--- src/rtl/motor_pkg.sv ---
// Shared motor-control definitions: capture FSM state encodings and the
// 3-bit speed-state codes used by the motor FSM, display decoders and capture.
package motor_pkg;

    typedef enum logic [1:0] {
        ST_IDLE  = 2'd0,
        ST_HIGH  = 2'd1,
        ST_LOW   = 2'd2,
        ST_STUCK = 2'd3
    } cap_state_t;

    localparam logic [2:0] PWM_STATE_0   = 3'd0;
    localparam logic [2:0] PWM_STATE_25  = 3'd1;
    localparam logic [2:0] PWM_STATE_50  = 3'd2;
    localparam logic [2:0] PWM_STATE_75  = 3'd3;
    localparam logic [2:0] PWM_STATE_100 = 3'd4;

endpackage

--- src/rtl/pwm_sync_edge.sv ---
// Two-flop synchronizer for an asynchronous level plus a third flop for
// single-cycle rise/fall strobes on the synchronized signal.
module pwm_sync_edge (
    input  logic i_clk,
    input  logic i_reset,
    input  logic i_din,
    output logic o_level,
    output logic o_rise,
    output logic o_fall
);

    // [0],[1] form the synchronizer; [2] is the previous synchronized value
    logic [2:0] sync_reg;

    always_ff @(posedge i_clk or negedge i_reset) begin
        if (!i_reset) begin
            sync_reg <= 3'b000;
        end else begin
            sync_reg <= {sync_reg[1:0], i_din};
        end
    end

    assign o_level = sync_reg[1];
    assign o_rise  = sync_reg[1] & ~sync_reg[2];
    assign o_fall  = ~sync_reg[1] & sync_reg[2];

endmodule

--- src/rtl/pwm_duty_capture.sv ---
// Measures high time and period of a PWM line, quantizes the duty to the
// motor speed-state code and flags a line with no rising edge for TIMEOUT cycles.
module pwm_duty_capture
    import motor_pkg::*;
#(
    parameter int CNT_W   = 16,
    parameter int TIMEOUT = 2048
) (
    input  logic             i_clk,
    input  logic             i_reset,
    input  logic             i_pwm,
    output logic [CNT_W-1:0] o_high_cnt,
    output logic [CNT_W-1:0] o_period_cnt,
    output logic             o_valid,
    output logic [2:0]       o_pwm_state,
    output logic             o_timeout
);

    localparam int               IDLE_W   = $clog2(TIMEOUT + 1);
    localparam logic [IDLE_W-1:0] IDLE_MAX = IDLE_W'(TIMEOUT);
    localparam logic [IDLE_W-1:0] IDLE_HIT = IDLE_W'(TIMEOUT - 1);
    localparam logic [CNT_W-1:0]  CNT_MAX  = {CNT_W{1'b1}};
    localparam logic [CNT_W-1:0]  CNT_ONE  = CNT_W'(1);
    localparam int               Q_W      = CNT_W + 3;

    logic s_pwm;
    logic s_rise;
    logic s_fall;

    pwm_sync_edge u_sync (
        .i_clk   (i_clk),
        .i_reset (i_reset),
        .i_din   (i_pwm),
        .o_level (s_pwm),
        .o_rise  (s_rise),
        .o_fall  (s_fall)
    );

    cap_state_t        state_reg;
    logic [CNT_W-1:0]  hi_cnt_reg;
    logic [CNT_W-1:0]  lo_cnt_reg;
    logic [IDLE_W-1:0] idle_cnt_reg;

    logic [CNT_W-1:0] hi_inc;
    logic [CNT_W-1:0] lo_inc;
    logic [CNT_W:0]   period_sum;
    logic [CNT_W-1:0] period_sat;
    logic             stuck_hit;

    assign hi_inc     = (hi_cnt_reg == CNT_MAX) ? hi_cnt_reg : hi_cnt_reg + CNT_ONE;
    assign lo_inc     = (lo_cnt_reg == CNT_MAX) ? lo_cnt_reg : lo_cnt_reg + CNT_ONE;
    assign period_sum = {1'b0, hi_cnt_reg} + {1'b0, lo_cnt_reg};
    assign period_sat = period_sum[CNT_W] ? CNT_MAX : period_sum[CNT_W-1:0];

    // Fires on the edge where idle_cnt becomes TIMEOUT, so the flag rises
    // exactly TIMEOUT cycles after the last rise was seen.
    assign stuck_hit = !s_rise && (state_reg != ST_STUCK) && (idle_cnt_reg == IDLE_HIT);

    // Quantizer: duty*8 compared against odd multiples of the period gives
    // round-to-nearest quarter with ties rounding up.
    logic [Q_W-1:0] h8;
    logic [Q_W-1:0] p_ext;
    logic [3:0]     ge;
    logic [2:0]     quant_next;

    assign h8    = {hi_cnt_reg, 3'b000};
    assign p_ext = {3'b000, period_sat};

    generate
        for (genvar gi = 0; gi < 4; gi++) begin : g_thresh
            logic [Q_W-1:0] thr;
            assign thr    = p_ext * Q_W'(2 * gi + 1);
            assign ge[gi] = (h8 >= thr);
        end
    endgenerate

    always_comb begin
        quant_next = PWM_STATE_0;
        for (int k = 0; k < 4; k++) begin
            quant_next = quant_next + {2'b00, ge[k]};
        end
    end

    always_ff @(posedge i_clk or negedge i_reset) begin
        if (!i_reset) begin
            state_reg    <= ST_IDLE;
            hi_cnt_reg   <= '0;
            lo_cnt_reg   <= '0;
            idle_cnt_reg <= '0;
            o_high_cnt   <= '0;
            o_period_cnt <= '0;
            o_valid      <= 1'b0;
            o_pwm_state  <= PWM_STATE_0;
            o_timeout    <= 1'b0;
        end else begin
            o_valid <= 1'b0;

            if (s_rise) begin
                idle_cnt_reg <= '0;
            end else if (idle_cnt_reg != IDLE_MAX) begin
                idle_cnt_reg <= idle_cnt_reg + 1'b1;
            end

            if (stuck_hit) begin
                state_reg    <= ST_STUCK;
                hi_cnt_reg   <= '0;
                lo_cnt_reg   <= '0;
                o_timeout    <= 1'b1;
                o_high_cnt   <= '0;
                o_period_cnt <= '0;
                o_pwm_state  <= s_pwm ? PWM_STATE_100 : PWM_STATE_0;
            end else begin
                case (state_reg)
                    ST_IDLE: begin
                        hi_cnt_reg <= '0;
                        lo_cnt_reg <= '0;
                        if (s_rise) begin
                            state_reg  <= ST_HIGH;
                            hi_cnt_reg <= CNT_ONE;
                        end
                    end
                    ST_HIGH: begin
                        if (s_fall) begin
                            state_reg  <= ST_LOW;
                            lo_cnt_reg <= CNT_ONE;
                        end else if (s_pwm) begin
                            hi_cnt_reg <= hi_inc;
                        end
                    end
                    ST_LOW: begin
                        if (s_rise) begin
                            o_high_cnt   <= hi_cnt_reg;
                            o_period_cnt <= period_sat;
                            o_pwm_state  <= quant_next;
                            o_valid      <= 1'b1;
                            state_reg    <= ST_HIGH;
                            hi_cnt_reg   <= CNT_ONE;
                            lo_cnt_reg   <= '0;
                        end else begin
                            lo_cnt_reg <= lo_inc;
                        end
                    end
                    ST_STUCK: begin
                        o_pwm_state <= s_pwm ? PWM_STATE_100 : PWM_STATE_0;
                        if (s_rise) begin
                            state_reg  <= ST_HIGH;
                            hi_cnt_reg <= CNT_ONE;
                            lo_cnt_reg <= '0;
                            o_timeout  <= 1'b0;
                        end
                    end
                    default: state_reg <= ST_IDLE;
                endcase
            end
        end
    end

endmodule

--- config.mk ---
export PLATFORM = sky130hd
export DESIGN_NAME = pwm_duty_capture
export DESIGN_NICKNAME = d
export VERILOG_FILES = /design/src/rtl/motor_pkg.sv /design/src/rtl/pwm_sync_edge.sv /design/src/rtl/pwm_duty_capture.sv
export SDC_FILE = /design/constraint.sdc
export NUM_CORES = 1
export LEC_CHECK = 0
export CORE_MARGIN = 2
export CORE_UTILIZATION = 64
export CTS_BUF_LIST = sky130_fd_sc_hd__clkbuf_2
export DETAILED_ROUTE_END_ITERATION = 6
export GPL_TIMING_DRIVEN = 0
export HOLD_SLACK_MARGIN = 0.12
export MAX_ROUTING_LAYER = met4
export PLACE_DENSITY = 0.86
export SYNTH_ARGS = -nofsm -noshare
export SYNTH_HDL_FRONTEND = slang
export SYNTH_SLANG_ARGS = --single-unit
--- constraint.sdc ---
create_clock -name i_clk -period 10 [get_ports i_clk]
set_input_delay 2 -clock i_clk [delete_from_list [all_inputs] [get_ports i_clk]]
set_output_delay 2 -clock i_clk [all_outputs]
set_load 0.005 [all_outputs]
* Yosys cells after proc, flatten, opt, wreduce, memory -nomap -nowiden
Cells that the tools add are included.
** Operators by class
- Add/sub/neg operators :: 7
- Multipliers :: 3
- Order comparisons :: 4
- Eq/ne operators :: 17
- Muxes and demuxes :: 36
- Bitwise logic cells :: 4
- Reductions and logical operators :: 17
** Operators by type and width (count)
- $mux W16 :: 17
- $pmux W16 S4 :: 1
- $pmux W16 S3 :: 1
- $ge A19 B19 Y1 :: 2
- $mul A16 B3 Y19 const B :: 2
- $add A16 B1 Y16 const B :: 2
- $eq A16 B16 Y1 const B :: 2
- $mux W12 :: 2
- $ge A19 B16 Y1 :: 1
- $ge A19 B18 Y1 :: 1
- $mul A16 B2 Y18 const B :: 1
- $add A16 B16 Y17 :: 1
- $ne A3 B3 Y1 const B :: 5
- $add A12 B1 Y12 const B :: 1
- $eq A12 B11 Y1 const B :: 1
- $ne A12 B12 Y1 const B :: 1
- $mux W3 :: 3
- $reduce_and A2 Y1 :: 4
- $reduce_bool A2 Y1 :: 4
- $mux W1 :: 7
- $mux W2 :: 3
- $ne A3 B1 Y1 const B :: 2
- $pmux W3 S2 :: 1
- $eq A2 B2 Y1 const B :: 2
- other kinds (18) :: 21
** Word-level totals
- Register bits after elaboration :: 86
- Input bits :: 3
- Output and inout bits :: 37
- Word-level logic and storage cells :: 98

* Depth between registers and ports, before layout
- Word-level depth :: 10
- Gate-level depth with buffers :: 35
- Depth with buffers taken out :: 33

* Hierarchy
Synthesis repeated with hierarchy kept, for this count alone.
** Unflattened totals
- Cells, all modules :: 1074
- Area total of the unflattened synthesis :: 9142.5 um^2
** By module, submodules not included
- pwm_duty_capture :: times used 1, cells an instance 1069, area each 9052.4 um^2, sequential area each 2077.0 um^2
- pwm_sync_edge :: times used 1, cells an instance 5, area each 90.1 um^2, sequential area each 75.1 um^2

* Worst setup path before layout
OpenSTA, ideal clock, no wires.
- Path kind :: register to register
- From :: reg hi_cnt_reg[0]
- To :: reg o_pwm_state[1]
- Library setup time :: 122 ps
- Arrival :: 7066 ps
- Data required time :: 9878 ps
- Slack :: 2813 ps
- Stages on the path, launching flop included :: 33
- Path buffers :: 2
- Period minus slack after synthesis :: 7187 ps
- Path through :: dfrtp_1 > ha_1 > fa_1 > a211oi_1 > o211ai_2 > nand4b_1 > o21ai_1 > buf_4 > clkbuf_1 > nor2_1 > inv_1 > fa_1 > ha_1 > fa_1 > a211oi_1 > o21ai_0 > nand4_1 > nand2_1 > xnor2_1 > ha_1 > a21o_1 > a21o_1 > a21oi_1 > nor2_1 > a2111oi_0 > nor2_1 > a211oi_1 > fa_1 > inv_1 > ha_1 > ha_1 > a22o_1 > a32o_1
** On the way
- Longest elaborated chain between the ends :: 10
- Elaborated cells between the ends (all ways) :: 15
- Those cells by class :: 4 x add/sub; 3 x mul; 4 x order compare; 4 x mux
** Ends and longest elaborated chain
- start: declaration :: line pwm_duty_capture.sv:40 : logic [CNT_W-1:0] hi_cnt_reg;
- start signal: assignment :: line pwm_duty_capture.sv:127 : hi_cnt_reg <= hi_inc;
- $add A16 B16 Y17 :: line pwm_duty_capture.sv:52 : assign period_sum = {1'b0, hi_cnt_reg} + {1'b0, lo_cnt_reg};
- $mux W16 :: line pwm_duty_capture.sv:53 : assign period_sat = period_sum[CNT_W] ? CNT_MAX : period_sum[CNT_W-1:0];
- $mul A16 B2 Y18 :: line pwm_duty_capture.sv:72 : assign thr = p_ext * Q_W'(2 * gi + 1);
- $ge A19 B18 Y1 :: line pwm_duty_capture.sv:73 : assign ge[gi] = (h8 >= thr);
- $add A1 B1 Y2 :: line pwm_duty_capture.sv:80 : quant_next = quant_next + {2'b00, ge[k]};
- $add A2 B1 Y3 :: line pwm_duty_capture.sv:80
- $add A3 B1 Y3 * :: line pwm_duty_capture.sv:80
- $mux W3 * :: line pwm_duty_capture.sv:131 : if (s_rise) begin
- $pmux W3 S2 * :: line pwm_duty_capture.sv:113 : case (state_reg)
- $mux W3 * :: line pwm_duty_capture.sv:104 : if (stuck_hit) begin
- end signal: assignment :: line pwm_duty_capture.sv:111 : o_pwm_state <= s_pwm ? PWM_STATE_100 : PWM_STATE_0;
- end signal: assignment :: line pwm_duty_capture.sv:134 : o_pwm_state <= quant_next;
- end signal: assignment :: line pwm_duty_capture.sv:144 : o_pwm_state <= s_pwm ? PWM_STATE_100 : PWM_STATE_0;
- end: declaration :: line pwm_duty_capture.sv:15 : output logic [2:0] o_pwm_state,
Mark *: on every way between the ends. The rest lies on a longest branch, timed or not. The select of a mux whose other input is x is not followed.
A chain may end at the register's enable or synchronous reset.

* Final worst setup path
Same ends and word-level chain as after synthesis.

==> out/results.ini <==
[detailed_routing]
viasPerCell = 6.52
dr.first_iter.drc_count = 764
route.detailed.drc = 0
wirelength_mm = 23.9
ant_nets = 0
vias = 8437
first_pass_iters = 5
wl_per_cell_um = 18.5

[place]
place_ws_ns = 1.46
dpl_cell_area_mm2 = 0.00968
port_buffers = 39
gp_congestion = 0.935
hpwl_mm = 18.2

[grt]
grt_pass1_vias = 7865
grt_antenna_before_repair = 0
grt_max_degree = 55
grt-ovfl-total = 0
grt_pass1_wl_mm = 38.5
grt_usage = 0.334

[floorplanning]
ios = 40
die_h_um = 123
start_util = 0.654
row_count = 43
die_width_um = 123
core_area_mm2 = 0.0138
dieArea_mm2 = 0.0151

[timing]
drv_slew = 0
hold_viol_final = 0
fin_ws_ns = 1.23
fmax_mhz = 114
setup_viol = 0
skew_ns = 0.0373
fin_crit_ns = 8.77
hold_ws_ns = 0.393
min_period_over_period = 0.877
tightest_slew_ns = 1.07
max_slew_margin = 0.288
rsz0062_at_grt = false
tns_ns = 0

[final_layout]
final_cell_mix = ha_1 (148), nand2_1 (95), dfrtp_1 (86), nor2_1 (80), a21oi_1 (78)
final_area_mm2 = 0.00981
fin_nets = 1280
syn_to_final_growth_pct = 8.49
seq_area_mm2 = 0.00215
multiInputGateArea_mm2 = 0.00654
final_common_cell = ha_1
drive_gt1_frac = 0.0503
fin_util = 0.709
fillers = 1090
diodes = 0

[clock_tree]
cts_buffers = 9
cts_resized = 0
cts_tree = yes
h-tree-depth = 3
root_buffer = clkbuf_2
hold_buffers = 0
clk-insertion-delay-late_ns = 0.61
path_clk_slew_ns = 0.26
clockBufferDepth = 2
post-cts-setup-buffer-count = 0
cts.sinks = 86

[synth]
yosysTopAreaCellShare = 0.238
syn-num-nets = 1229
synth_largest_area_cell = dfrtp_1
synth_warnings = 0
post_synth_num_cell_types = 77
synth_edf_count = 0
synthCells = 1058
netlist_area_mm2 = 0.00904
avgSynthCellArea_um2 = 8.54
synth-seq-area-share = 0.238
ys_seq_elements = 86
synth_area_leaders = dfrtp_1 (24%), ha_1 (20%), fa_1 (4.4%), a21oi_1 (4.3%), nand2_1 (3.9%)
synthArstFlopShare = 1.00
synth_ff_type = dfrtp_1

[min_path]
hold_path_class = reg2reg

[setup_path]
crit_top_cell = ha_1
cp_data_required_time_ns = 10.54
end_kind = flop
cp_slowest_cell = dfrtp_1
arrival_ns = 9.31
max_stage_delay_ns = 0.62
path_class = reg2reg
critPathMaxFanout = 10
cp-start-kind = flop

[status]
status = completed

[flow_run]
maxCapViolations = 0

[power_and_ir_drop]
cellPowerDensity_mw_per_mm2 = 134
ir_drop_mv = 0.105
leakage_nw = 5.05

==> report_power, final <==
| group | internal (mW) | switching (mW) | leakage [nW] |
|---|---|---|---|
| clock network | 0.0619 | 0.138 | 0.0740 |
| logic | 0.289 | 0.409 | 3.80 |
| registers | 0.375 | 0.0419 | 1.18 |
| total | 0.726 | 0.589 | 5.05 |
==> critical path: cells and delay by family (launching register included) <==
family	cells	cell delay, ns
AO/OA/AOI/OAI	12	3.01
AND/OR/NAND/NOR	6	1.00
adder cells (fa/ha/maj)	9	3.13
flip-flops	1	0.62
buffers and inverters	4	0.82
XOR/XNOR	1	0.14
==> cell type report <==
cell class,instances,share of cell area
Multi-Input combinational cell,888,0.667
Sequential cell,86,0.219
Timing Repair Buffer,40,0.0424
Inverter,60,0.0230
Tap cell,180,0.0230
Buffer,24,0.0126
Clock inverter,7,0.00829
Clock buffer,9,0.00459
==> through the flow <==
stage          instances  power, mW
5_1_grt             1294       1.41
4_1_cts             1294       1.31
3_3_place_gp        1277       1.09
2_1_floorplan       1058      0.889
3_5_place_dp        1278       1.11
6_report            1294       1.32
==> kinds of logic (layout without fill, tap and decap cells) <==
| kind of cell | Yosys count | after routing | synth area share |
|---|---|---|---|
| and+or+nand+nor | 349 | 349 | 0.192 |
| AOI/OAI and AO/OA | 316 | 316 | 0.227 |
| adders and majority gates | 169 | 169 | 0.250 |
| DFF | 86 | 86 | 0.238 |
| buffers and inverters | 84 | 140 | 0.0386 |
| xor gates and xnor gates | 51 | 51 | 0.0494 |
| muxes | 3 | 3 | 0.00401 |
==> synthesized netlist by cell type (all sizes together), types with 9 or more instances <==
| cell | number |
|---|---|
| a21o | 45 |
| a21oi | 79 |
| and3 | 11 |
| buf | 10 |
| clkbuf | 14 |
| dfrtp | 86 |
| fa | 20 |
| ha | 148 |
| inv | 60 |
| nand2 | 96 |
| nand2b | 17 |
| nand3 | 55 |
| nand4 | 23 |
| nor2 | 82 |
| nor2b | 18 |
| nor3 | 14 |
| o21a | 9 |
| o21ai | 94 |
| o21bai | 10 |
| o31ai | 19 |
| xnor2 | 26 |
| xor2 | 25 |
==> final timing paths <==
| check | from | end | slack, ns | cells past startpoint |
|---|---|---|---|---|
| min | u_sync.sync_reg[0] | u_sync.sync_reg[1] | 0.39 | 0 |
| min in group asynchronous | i_reset | o_high_cnt[2] | 1.27 | 1 |
| min reg2reg | u_sync.sync_reg[0] | u_sync.sync_reg[1] | 0.39 | 0 |
| max | hi_cnt_reg[0] | o_pwm_state[1] | 1.23 | 32 |
| max reg2reg | hi_cnt_reg[0] | o_pwm_state[1] | 1.23 | 32 |
| max in group asynchronous | i_reset | lo_cnt_reg[10] | 8.07 | 2 |
==> per-layer routing <==
| layer | wire length [um] | global-route usage | up-vias |
|---|---|---|---|
| met5 | 0 | - | - |
| met4 | 1020 | 0.147 | 0 |
| met3 | 1690 | 0.0595 | 75 |
| met2 | 10700 | 0.509 | 346 |
| met1 | 10500 | 0.437 | 4034 |
| li1 | - | - | 3982 |
Power figures use the tool's default switching activity.
